**src/rtl/svm_mem_sequencer.sv**
```systemverilog
`timescale 1ns/1ps
// Memory command sequencer: SRAM burst reads into compute-array lanes, result-word writes, batch pointers.
// Response is a held level, raised with the last array write; SRAM grant and read latency (>=1) throttle bursts.
module svm_mem_sequencer #(
    parameter int                    DATA_WIDTH = 32,
    parameter int                    ADDR_WIDTH = 16,
    parameter int                    LANES      = 32,
    parameter logic [ADDR_WIDTH-1:0] WGHT_BASE  = 16'h0000,
    parameter logic [ADDR_WIDTH-1:0] DATA_BASE  = 16'h1000,
    parameter logic [ADDR_WIDTH-1:0] RES_BASE   = 16'h8000
) (
    input  logic                     clk,
    input  logic                     rst_n,
    input  logic                     cfg_done,
    input  logic                     mem_cmd_vld,
    input  logic [3:0]               mem_cmd,
    input  logic [DATA_WIDTH-1:0]    mem_cmd_data,
    output logic                     mem_resp_vld,
    output logic [2:0]               mem_resp,
    output logic [DATA_WIDTH-1:0]    mem_resp_data,
    output logic                     sram_req,
    input  logic                     sram_gnt,
    output logic                     sram_we,
    output logic [ADDR_WIDTH-1:0]    sram_addr,
    output logic [DATA_WIDTH-1:0]    sram_wdata,
    input  logic [DATA_WIDTH-1:0]    sram_rdata,
    input  logic                     sram_rvld,
    output logic                     arr_wr_vld,
    output logic [$clog2(LANES)-1:0] arr_wr_idx,
    output logic [DATA_WIDTH-1:0]    arr_wr_data,
    output logic                     arr_wghtbar_data,
    output logic [1:0]               err
);
    localparam int IDX_W = $clog2(LANES);
    localparam int CNT_W = $clog2(LANES + 1);

    localparam logic [3:0] CMD_LW = 4'd0;
    localparam logic [3:0] CMD_LD = 4'd1;
    localparam logic [3:0] CMD_WR = 4'd3;

    typedef enum logic [1:0] {IDLE, RD, WR_RES, DONE} state_t;

    state_t                 state, state_nxt;
    logic [3:0]             cmd_q;
    logic [DATA_WIDTH-1:0]  data_q;
    logic [CNT_W-1:0]       n_q, issued, returned, n_req;
    logic [ADDR_WIDTH-1:0]  wght_ptr, data_ptr, res_ptr, base_ptr;
    logic [DATA_WIDTH-1:0]  resp_data_q;
    logic [1:0]             err_q, err_nxt;
    logic                   arr_vld_q, wghtbar_q;
    logic [IDX_W-1:0]       arr_idx_q;
    logic [DATA_WIDTH-1:0]  arr_data_q;
    logic [2:0]             resp_code;
    logic                   accept, cfg_load, is_load, bad_cmd;
    logic                   rd_gnt, wr_gnt, rvld_ok, last_ret;

    // Zero stays zero through the truncation; anything past LANES clamps.
    assign n_req    = (mem_cmd_data > DATA_WIDTH'(LANES)) ? CNT_W'(LANES) : mem_cmd_data[CNT_W-1:0];
    assign is_load  = (mem_cmd == CMD_LW) || (mem_cmd == CMD_LD);
    assign bad_cmd  = accept && !is_load && (mem_cmd != CMD_WR);
    assign base_ptr = (cmd_q == CMD_LD) ? data_ptr : wght_ptr;
    assign rd_gnt   = (state == RD) && sram_req && sram_gnt;
    assign wr_gnt   = (state == WR_RES) && sram_gnt;
    assign rvld_ok  = (state == RD) && sram_rvld && (returned != issued);
    assign last_ret = rvld_ok && ((returned + CNT_W'(1)) == n_q);

    always_comb begin
        state_nxt  = state;
        sram_req   = 1'b0;
        sram_we    = 1'b0;
        sram_addr  = '0;
        sram_wdata = '0;
        accept     = 1'b0;
        cfg_load   = 1'b0;
        resp_code  = 3'd0;
        err_nxt    = err_q;
        case (state)
            IDLE: begin
                if (cfg_done) begin
                    cfg_load = 1'b1;
                end else if (mem_cmd_vld) begin
                    accept = 1'b1;
                    if (is_load)
                        state_nxt = (n_req == '0) ? DONE : RD;
                    else if (mem_cmd == CMD_WR)
                        state_nxt = WR_RES;
                end
            end
            RD: begin
                if (issued < n_q) begin
                    sram_req  = 1'b1;
                    sram_addr = base_ptr + ADDR_WIDTH'(issued);
                end
                if (last_ret)
                    state_nxt = DONE;
            end
            WR_RES: begin
                sram_req   = 1'b1;
                sram_we    = 1'b1;
                sram_addr  = res_ptr;
                sram_wdata = data_q;
                if (sram_gnt)
                    state_nxt = DONE;
            end
            DONE: begin
                if (!mem_cmd_vld || (mem_cmd != cmd_q))
                    state_nxt = IDLE;
            end
            default: state_nxt = IDLE;
        endcase
        if (cmd_q == CMD_LD)
            resp_code = 3'd1;
        else if (cmd_q == CMD_WR)
            resp_code = 3'd2;
        if (cfg_load)
            err_nxt = 2'b00;
        if (bad_cmd)
            err_nxt[0] = 1'b1;
        if (sram_rvld && !rvld_ok)
            err_nxt[1] = 1'b1;
    end

    always_ff @(posedge clk or negedge rst_n) begin
        if (!rst_n) begin
            state       <= IDLE;
            cmd_q       <= '0;
            data_q      <= '0;
            n_q         <= '0;
            issued      <= '0;
            returned    <= '0;
            wght_ptr    <= WGHT_BASE;
            data_ptr    <= DATA_BASE;
            res_ptr     <= RES_BASE;
            resp_data_q <= '0;
            err_q       <= '0;
            arr_vld_q   <= 1'b0;
            arr_idx_q   <= '0;
            arr_data_q  <= '0;
            wghtbar_q   <= 1'b0;
        end else begin
            state     <= state_nxt;
            err_q     <= err_nxt;
            arr_vld_q <= rvld_ok;
            if (cfg_load) begin
                wght_ptr <= WGHT_BASE;
                data_ptr <= DATA_BASE;
                res_ptr  <= RES_BASE;
            end
            if (accept) begin
                cmd_q       <= mem_cmd;
                data_q      <= mem_cmd_data;
                n_q         <= n_req;
                issued      <= '0;
                returned    <= '0;
                resp_data_q <= DATA_WIDTH'(n_req);
                if (is_load && (n_req != '0))
                    wghtbar_q <= (mem_cmd == CMD_LD);
            end
            if (rd_gnt)
                issued <= issued + CNT_W'(1);
            if (rvld_ok) begin
                arr_idx_q  <= returned[IDX_W-1:0];
                arr_data_q <= sram_rdata;
                returned   <= returned + CNT_W'(1);
            end
            // Pointer moves on the same edge that registers the final lane write.
            if (last_ret) begin
                if (cmd_q == CMD_LD)
                    data_ptr <= data_ptr + ADDR_WIDTH'(n_q);
                else
                    wght_ptr <= wght_ptr + ADDR_WIDTH'(n_q);
            end
            // Each data point reuses the same weight set, so rewind the weight pointer.
            if (wr_gnt) begin
                resp_data_q <= DATA_WIDTH'(res_ptr);
                res_ptr     <= res_ptr + ADDR_WIDTH'(1);
                wght_ptr    <= WGHT_BASE;
            end
        end
    end

    assign mem_resp_vld     = (state == DONE);
    assign mem_resp         = (state == DONE) ? resp_code : 3'd0;
    assign mem_resp_data    = (state == DONE) ? resp_data_q : '0;
    assign arr_wr_vld       = arr_vld_q;
    assign arr_wr_idx       = arr_idx_q;
    assign arr_wr_data      = arr_data_q;
    assign arr_wghtbar_data = wghtbar_q;
    assign err              = err_q;

endmodule

```
**config.mk**
```make
export PLATFORM = sky130hd
export DESIGN_NAME = svm_mem_sequencer
export DESIGN_NICKNAME = d
export VERILOG_FILES = /design/src/rtl/svm_mem_sequencer.sv
export SDC_FILE = /design/constraint.sdc
export NUM_CORES = 1
export LEC_CHECK = 0
export ABC_AREA = 1
export CORE_MARGIN = 2
export CORE_UTILIZATION = 57
export CTS_CLUSTER_DIAMETER = 80
export DETAILED_ROUTE_END_ITERATION = 16
export HOLD_SLACK_MARGIN = 0.05
export PLACE_DENSITY = 0.87
export SLEW_MARGIN = 10
export SYNTH_ARGS = -nofsm -noshare
export SYNTH_HDL_FRONTEND = slang
export SYNTH_SLANG_ARGS = --single-unit
```
**constraint.sdc**
```tcl
create_clock -name clk -period 5 [get_ports clk]
set_input_delay 1 -clock clk [delete_from_list [all_inputs] [get_ports clk]]
set_output_delay 1 -clock clk [all_outputs]
set_load 0.03 [all_outputs]
```
==> results.sh <==
export IMPL_drc=0
export IMPL_worst_path_most_repeated_cell="nand2_1"
export IMPL_cp_required_ns=4.00
export IMPL_cts_buffers=17
export IMPL_core_region_area_um2=17400
export IMPL_worstPathMaxFanout=23
export IMPL_p_int_mw=3.39
export IMPL_min_path_type="register to register"
export IMPL_ys_ff_latch=161
export IMPL_wire_per_inst_um=16.3
export IMPL_cts_sinks=161
export IMPL_ant_nets=0
export IMPL_grt_pass1_wl_um=48500
export IMPL_fin_util_pct=72.8
export IMPL_place_area_um2=12000
export IMPL_nFillCells=1296
export IMPL_slowest_stage="clkdlybuf4s50_1"
export IMPL_cts_tree="built"
export IMPL_syn_avg_cell_area_um2=6.94
export IMPL_drt_vias_per_instance=5.61
export IMPL_start_util_pct=58.6
export IMPL_die_h_um=138
export IMPL_dr_pass1_iters=6
export IMPL_clockBufferDepth=2
export IMPL_slowest_delay_ns=0.72
export IMPL_synth_area_top_cells="dfrtp_1, nand2_1, inv_1"
export IMPL_place_congestion=0.907
export IMPL_final_cell_area_um2=12600
export IMPL_synth_top_cell_area_share_pct=39.1
export IMPL_critPathCaptureType="output pin"
export IMPL_rsz0062_at_grt="no"
export IMPL_power_frac_seq_pct=31.9
export IMPL_synth_edf_count=0
export IMPL_antenna_found_initial=0
export IMPL_cts_root_buf="clkbuf_16"
export IMPL_syn_to_final_growth_pct=24.4
export IMPL_rows=48
export IMPL_maxSlewViolCount=0
export IMPL_die_w_um=138
export IMPL_synth_largest_area_cell="dfrtp_1"
export IMPL_drv_cap=0
export IMPL_clock_latency_ns=0.45
export IMPL_syn_area_um2=10200
export IMPL_p_per_area_nw_per_um2=493
export IMPL_cts_hold_buf=0
export IMPL_maxSlewHeadroom_pct=28.5
export IMPL_clock_skew_ns=0.0118
export IMPL_clkSlewWorstSetupHoldPaths_ns=0.07
export IMPL_crit_path_cell_trace="inv_2 > nor2_4 > nand2_4 > clkinvlp_4 > nand2_1 > nand2_1 > ha_1 > nand2_1 > inv_1 > nand2_1 > nand3_1 > nand3_1 > nand2_1 > nand2_1 > nand3_1 > a21oi_1 > clkdlybuf4s50_1"
export IMPL_netSwitchingFraction_pct=45.7
export IMPL_dieArea_um2=18900
export IMPL_htree_levels=4
export IMPL_fin_tns_setup_ns=0
export IMPL_status="finished, final reports clean"
export IMPL_setup_violations=0
export IMPL_startpoint_type="register"
export IMPL_synth_distinct_cells=44
export IMPL_power_switching_mw=2.85
export IMPL_drt_iter0_drc=1031
export IMPL_peakVddDrop_mv=0.447
export IMPL_io_buffers=183
export IMPL_path_class="register to output pin"
export IMPL_power_mw=6.24
export IMPL_hold_viol_final=0
export IMPL_async_flop_share_pct=100
export IMPL_synth_commonest_cells="nand2_1, inv_1, dfrtp_1"
export IMPL_path_buf_inv=4
export IMPL_drive_gt1_share_pct=5.26
export IMPL_via_count=10400
export IMPL_ios=201
export IMPL_yosys_cell_count_top_type="nand2_1"
export IMPL_period_share_pct=90.7
export IMPL_leakagePower_nw=6.49
export IMPL_fmax_mhz=220
export IMPL_antenna_cells=0
export IMPL_fin_crit_ns=4.54
export IMPL_p_clk_share_pct=21.3
export IMPL_worst_slack_ns=0.463
export IMPL_grt_max_degree=80
export IMPL_ys_seq_area_share_pct=39.7
export IMPL_place_ws_ns=0.572
export IMPL_critPathTopFamily="buffers and inverters"
export IMPL_fin_nets=1732
export IMPL_synthFlopType="dfrtp_1"
export IMPL_overflow=0
export IMPL_yosysWarnings=0
export IMPL_place_hpwl_um=21500
export IMPL_grt_pass1_vias=10100
export IMPL_cp_arrival_ns=3.54
export IMPL_tightest_slew_ns=1.07
export IMPL_finalWirelength_um=30300
export IMPL_syn_inst=1464
export IMPL_pwr_share_comb_pct=46.8
export IMPL_grt_usage_pct=32.9
-- layer usage --
| layer | part of all wire (%) | GRT usage, % |
|---|---|---|
| met1 | 38 | 39.3 |
| met5 | 0 | 0 |
| met3 | 9.5 | 9.49 |
| met4 | 4.5 | 15.6 |
| met2 | 48 | 54.5 |
-- cell type report --
class	count	area [um^2]	area share, %
timing repair buffer	197	1910	15.1
multi-input combinational	1070	5150	40.7
clock inverter	14	163	1.29
inverter	176	664	5.25
clock buffer	18	439	3.47
sequential	161	4030	31.9
tap	225	282	2.23
-- worst min-delay path, cell delays in order, from the launching register on --
cell,delay [ns]
dfrtp_1,0.35
nand2_1,0.05
nand2_1,0.05
-- worst paths after layout --
kind	cells after the start	slack, ns	end	startpoint
max	17	0.46	sram_addr[13]	cmd_q[0]$_DFFE_PN0P_
min reg2reg	2	0.48	arr_wr_data[29]$_DFFE_PN0P_	arr_wr_data[29]$_DFFE_PN0P_
max reg2reg	14	2.02	wght_ptr[2]$_DFF_PN0_	issued[1]$_DFFE_PN0P_
max in group asynchronous	2	3.35	state[1]$_DFFE_PN0P_	rst_n
min	2	0.48	arr_wr_data[29]$_DFFE_PN0P_	arr_wr_data[29]$_DFFE_PN0P_
min in group asynchronous	1	0.56	data_ptr[10]$_DFF_PN0_	rst_n
-- power groups by stage --
stage	sequential [mW]	clock (mW)	combinational [mW]
CTS	1.98	1.33	2.89
global route	2.03	1.39	3.18
floorplan	2.19	0	1.60
global placement	1.98	0	2.78
detailed placement	1.99	0	2.85
finish	1.99	1.33	2.92
-- cells in the final DEF, fill, tap and decap left out, types with 6 or more instances in the layout --
master	n
a21oi_1	51
buf_4	24
clkbuf_16	17
clkdlybuf4s50_1	172
conb_1	17
dfrtp_1	159
ha_1	31
inv_1	165
inv_2	8
inv_8	7
nand2_1	524
nand3_1	80
nand3b_1	8
nand4_1	21
nor2_1	111
nor3_1	20
o21ai_0	99
o21ai_1	15
o21bai_1	6
o22ai_1	14
xnor2_1	7
xor2_1	20
-- sequential cells by signal, indices dropped and copies added, names as in the netlist, 2 cells and up --
name	cells
arr_wr_data	32
issued	6
state	2
arr_wr_idx	5
cmd_q	4
n_q	6
data_q	32
data_ptr	16
res_ptr	16
err	2
returned	6
wght_ptr	16
resp_data_q	16
-- timing repair --
item                                    CTS  global route
endpoints found under the setup margin    0             7
gates resized for setup                   0             2
buffers inserted                          0             2
-- per-stage QoR --
stage          hold WS, ns  std cells
2_1_floorplan        0.442       1480
3_3_place_gp         0.459       1827
3_5_place_dp         0.465       1827
4_1_cts              0.484       1859
5_1_grt              0.494       1861
6_report             0.483       1861
-- cell families after synthesis --
| group | Yosys count | share of synthesized area, % |
|---|---|---|
| AND/OR/NAND/NOR | 777 | 31.3 |
| buffers and inverters | 249 | 10.4 |
| AO/OA/AOI/OAI | 212 | 11.5 |
| flip-flops | 161 | 39.7 |
| adder cells (fa/ha/maj) | 35 | 4.53 |
| XOR/XNOR | 27 | 2.33 |
| multiplexers | 2 | 0.197 |
| other | 1 | 0.0369 |
Power figures use the tool's default switching activity.
==> edit 1, RTL diff (same flow settings) <==
The parameter `DATA_WIDTH` goes from 32 to 64.
--- a/src/rtl/svm_mem_sequencer.sv
+++ b/src/rtl/svm_mem_sequencer.sv
@@ -2,7 +2,7 @@
 // Memory command sequencer: SRAM burst reads into compute-array lanes, result-word writes, batch pointers.
 // Response is a held level, raised with the last array write; SRAM grant and read latency (>=1) throttle bursts.
 module svm_mem_sequencer #(
-    parameter int                    DATA_WIDTH = 32,
+    parameter int                    DATA_WIDTH = 64,
     parameter int                    ADDR_WIDTH = 16,
     parameter int                    LANES      = 32,
     parameter logic [ADDR_WIDTH-1:0] WGHT_BASE  = 16'h0000,
Ports: changed (5 resized); port bits go from 201 to 361. The function was not compared with the original's and may differ.
==> edit 1 against the unedited design <==
- fmax decreased by 1.1%
- sequential share of layout area increased by 1.3 points
- largest cell class unchanged
- sequential cell count is 64 higher
- area after synthesis grew 29%
- worst setup slack worse by 0.049 ns
- design area grew 34%
- routed wire length up 29%
- total power is 40% higher
==> edit 1: results (changes against the unedited design) <==
The final clock skew is 0.02212 ns (was 0.01177 ns). The number of cells on the worst reg-to-reg path came out at 10 (was 14). The number of buffers created by CTS is 25 (was 17).

The last weighted congestion value of the routability-driven placer is 0.9356 (was 0.9069). Result of the run: completed (unchanged). The via count of the first global-routing pass is 12,500 (was 10,120). The worst-skew pair later-pin latency is 0.53 ns (was 0.45 ns).

The maximum clock path buffer count is 3 (was 2). The total of buffers placed on input and output ports is 311 (was 183). The number of nets in the layout was 2,313 (was 1,732).

The average vias per placed instance came to 5.325 (was 5.610). The overall track demand over capacity in global routing is 0.3228 (was 0.3287). The share of post-route cells with drive strength above 1 is 0.04354 (was 0.05257).

The arrival time at the worst endpoint came to 3.59 ns (was 3.54 ns). The capture point of the worst reg-to-reg path was arr_wr_data[45] (was wght_ptr[2]). The slack of the worst reg-to-reg path came to 2.17 ns (was 2.02 ns).

The final routed wire length divided by cell count came out at 16.03 um (was 16.28 um). The count of cell types in the netlist is 46 (was 44). The initial detailed-routing violation count is 1,227 (was 1,031). The peak ir drop on the vdd network came out at 0.3779 mV (was 0.4466 mV). The reg-to-reg critical path startpoint is returned[0] (was issued[1]). The delay of the slowest cell on the worst path was 0.47 ns (was 0.72 ns). The critical path's slowest cell is sky130_fd_sc_hd__fa_1 (was sky130_fd_sc_hd__clkdlybuf4s50_1). The startpoint of the most critical setup path is cmd_q[3] (was cmd_q[0]). The reported leakage power came out at 8.742 nW (was 6.485 nW).

The detailed placer's ending HPWL is 28,210 um (was 21,520 um). The CTS H-tree depth came out at 1 (was 4). The critical-path maximum fanout came out at 38 (was 23).
## edit 1: cell count changes in the layout (fill, tap and decap cells not counted), moves of 8 or more
| cell | change |
|---|---|
| sky130_fd_sc_hd__nand2_1 | +236 |
| sky130_fd_sc_hd__clkdlybuf4s50_1 | +123 |
| sky130_fd_sc_hd__dfrtp_1 | +64 |
| sky130_fd_sc_hd__inv_1 | +33 |
| sky130_fd_sc_hd__conb_1 | +32 |
| sky130_fd_sc_hd__nand3_1 | +20 |
| sky130_fd_sc_hd__nor2_1 | +14 |
| sky130_fd_sc_hd__clkbuf_16 | +8 |
## edit 1: layout make-up
cell class	count	area, um^2
Multi-Input combinational cell	1359	6186
Sequential cell	225	5633
Fill cell	1707	5584
Timing Repair Buffer	323	3196
Inverter	207	777.0
Clock buffer	33	695.7
Tap cell	285	356.6
Clock inverter	12	143.9
## edit 1: report_power, final
part | internal [mW] | total (mW) | switching [mW] | leakage (nW)
clock network | 1.13 | 1.89 | 0.760 | 0.412
logic | 1.44 | 4.05 | 2.60 | 5.41
registers | 2.41 | 2.80 | 0.393 | 2.92
total | 4.99 | 8.74 | 3.75 | 8.74
## edit 1: what timing repair did
action,4_1_cts,5_1_grt
endpoints found under the hold margin,0,0
resized for setup,0,1
endpoints found under the setup margin,0,5
## edit 1: how the worst max path moves through the flow
stage	end	slack (ns)	cells past startpoint
6_report	sram_addr[14]	0.41	18
3_3_place_gp	sram_addr[14]	1.01	17
2_1_floorplan	sram_addr[12]	0.93	19
4_1_cts	sram_addr[14]	0.32	17
5_1_grt	sram_addr[14]	0.07	18
3_5_place_dp	sram_addr[14]	0.88	17
## edit 1: layer usage
metal  up-vias  track usage
li1       6280            -
met1      6094       0.3916
met2       527       0.5592
met3       113      0.07333
met4         0       0.1289
met5         -            0
## edit 1: cells by family after synthesis
| group | synth area share |
|---|---|
| and+or+nand+nor | 0.3269 |
| buffers and inverters | 0.1125 |
| DFF | 0.4299 |
| AOI/OAI and AO/OA | 0.08155 |
| adders and majority gates | 0.03419 |
| xor gates and xnor gates | 0.01471 |
| other | 0.0002862 |
## edit 1: metrics by stage
step	std cells	setup slack, ns	util	total power, mW
4_1_cts	2444	0.3183	0.7524	8.766
5_1_grt	2444	0.07362	0.7526	9.241
3_5_place_dp	2399	0.8789	0.7152	6.825
3_3_place_gp	2399	1.010	0.7152	6.726
2_1_floorplan	1913	0.9334	-	5.243
6_report	2444	0.4135	0.7526	8.742
==> edit 2, RTL diff (same flow settings) <==
Made on the original files. Register the output `err` once more, with the module's reset; this adds one clock of latency there. The other outputs are not delayed to match.
--- a/src/rtl/svm_mem_sequencer.sv
+++ b/src/rtl/svm_mem_sequencer.sv
@@ -186,7 +186,13 @@
     assign arr_wr_idx       = arr_idx_q;
     assign arr_wr_data      = arr_data_q;
     assign arr_wghtbar_data = wghtbar_q;
-    assign err              = err_q;
+    always_ff @(posedge clk or negedge rst_n) begin
+        if (!rst_n) begin
+            err <= '0;
+        end else begin
+            err <= err_q;
+        end
+    end
 
 endmodule
 
Function: changed (Yosys sat finds a counterexample within 4 cycles, from zero or initial values and one cycle with rst_n low).
==> edit 2 against the unedited design <==
- via count shrank 1.1%
- design area grew 0.64%
- non-clock buffer count shrank 1
- clock skew shrank 0.0021 ns
- sequential cell count grew 2
- area after synthesis grew 0.47%
- routed wire length grew 1.0%
- total power grew 0.70%
- largest cell class unchanged
- worst setup slack gained 0.020 ns
- critical path type unchanged
==> edit 2: results (changes against the unedited design) <==
Result of the run: completed (unchanged). The clock group power came out at 1.42 mW (was 1.33 mW). The first-pass GRT wire length came to 49,000 um (was 48,490 um). The number of nets in the layout came out at 1,737 (was 1,732).

The start point of the worst hold path was err_q[1] (was arr_wr_data[29]). Most used standard cells in the synthesized netlist: 523 x sky130_fd_sc_hd__nand2_1, 170 x sky130_fd_sc_hd__inv_1, 161 x sky130_fd_sc_hd__dfrtp_1 (was 524 x sky130_fd_sc_hd__nand2_1, 166 x sky130_fd_sc_hd__inv_1, 159 x sky130_fd_sc_hd__dfrtp_1). The count of cell types in the netlist is 45 (was 44).

The clock network area share is 0.04995 (was 0.04760). The final wirelength is 30,620 um (was 30,310 um). The pre-CTS setup slack is 0.7773 ns (was 0.5724 ns). The capture point of the worst reg-to-reg path is arr_wr_data[18] (was wght_ptr[2]).

The slack of the worst reg-to-reg path was 1.83 ns (was 2.02 ns). The last weighted congestion value of the routability-driven placer is 0.9241 (was 0.9069). The critical-path maximum fanout is 12 (was 23). The switching component of the power is 2.771 mW (was 2.849 mW). The part of the total power dissipated in combinational logic is 0.455 (was 0.468).

The count of plain and timing-repair buffers is 196 (was 197). The final clock skew came to 0.009674 ns (was 0.01177 ns). The peak ir drop on the vdd network came out at 0.3630 mV (was 0.4466 mV).

The worst-case headroom to the max-slew limit is 0.2839 (was 0.2854). The reported leakage power is 6.515 nW (was 6.485 nW). The worst min-delay path endpoint was err[1] (was arr_wr_data[29]).

The via count of the first global-routing pass came out at 10,180 (was 10,120). The category of cells accounting for the largest share of critical-path delay is simple AND/OR/NAND/NOR gates (was buffers and inverters). The delay of the slowest cell on the worst path came out at 0.61 ns (was 0.72 ns). The register bit total from synthesis was 163 (was 161). The proportion of final cell area spent on non-clock buffers came out at 0.1507 (was 0.1513). The maximum number of pins on one net before global-route repair is 108 (was 80). The number of cells on the worst reg-to-reg path is 9 (was 14). The multi-input gate share of the layout cell area is 0.4030 (was 0.4074).

The sequential portion of the cell area is 0.3207 (was 0.3189). The count of inverters not on the clock network in the layout came to 180 (was 176). The share of post-route cells with drive strength above 1 was 0.05180 (was 0.05257). The overall track demand over capacity in global routing came to 0.3293 (was 0.3287). The initial detailed-routing violation count came out at 763 (was 1,031).
[edit 2: cell count changes in the layout (fill, tap and decap cells not counted), sizes merged, moves of 2 or more]
cell,change
o21ai,+8
o21a,-3
dfrtp,+2
nor4,+2
o21bai,-3
clkinvlp,+2
nand4,-6
nor3,+5
bufinv,+3
[edit 2: kinds of logic after synthesis]
logic type / synth area share
AO/OA/AOI/OAI: 0.1144
XOR/XNOR: 0.02316
adder cells (fa/ha/maj): 0.04509
buffers and inverters: 0.1048
multiplexers: 0.001960
other: 0.0003672
AND/OR/NAND/NOR: 0.3106
flip-flops: 0.3997
[edit 2: metrics by stage]
step / area (um^2) / cells / total power, mW / utilization
floorplan: 10270 / 1486 / 3.762 / -
global route: 12720 / 1866 / 6.631 / 0.7306
global placement: 12060 / 1831 / 4.709 / 0.6926
detailed placement: 12060 / 1831 / 4.795 / 0.6926
finish: 12720 / 1866 / 6.282 / 0.7306
CTS: 12700 / 1863 / 6.240 / 0.7291
[edit 2: timing repair]
item                                    CTS  global route
setup buffers                             0             3
endpoints found under the setup margin    0             4
resized for setup                         0             1
[edit 2: worst max-delay path by stage]
stage                     slack, ns  startpoint  cells past startpoint            end
after detailed placement       0.78    cmd_q[3]                     16  sram_addr[14]
final                          0.48    cmd_q[0]                     15   sram_addr[5]
after global routing           0.15    cmd_q[0]                     17  sram_addr[14]
after floorplan                0.86    cmd_q[3]                     18  sram_addr[14]
after global placement         0.91    cmd_q[3]                     14   sram_addr[5]
after CTS                      0.30    cmd_q[3]                     16  sram_addr[14]
[edit 2: metal layers]
layer	GRT usage	vias up	wire length (um)
li1	-	4933	-
met1	0.4027	4814	12270
met2	0.5432	470	14650
met3	0.09430	104	2497
met4	0.1451	0	1202
met5	0	-	0
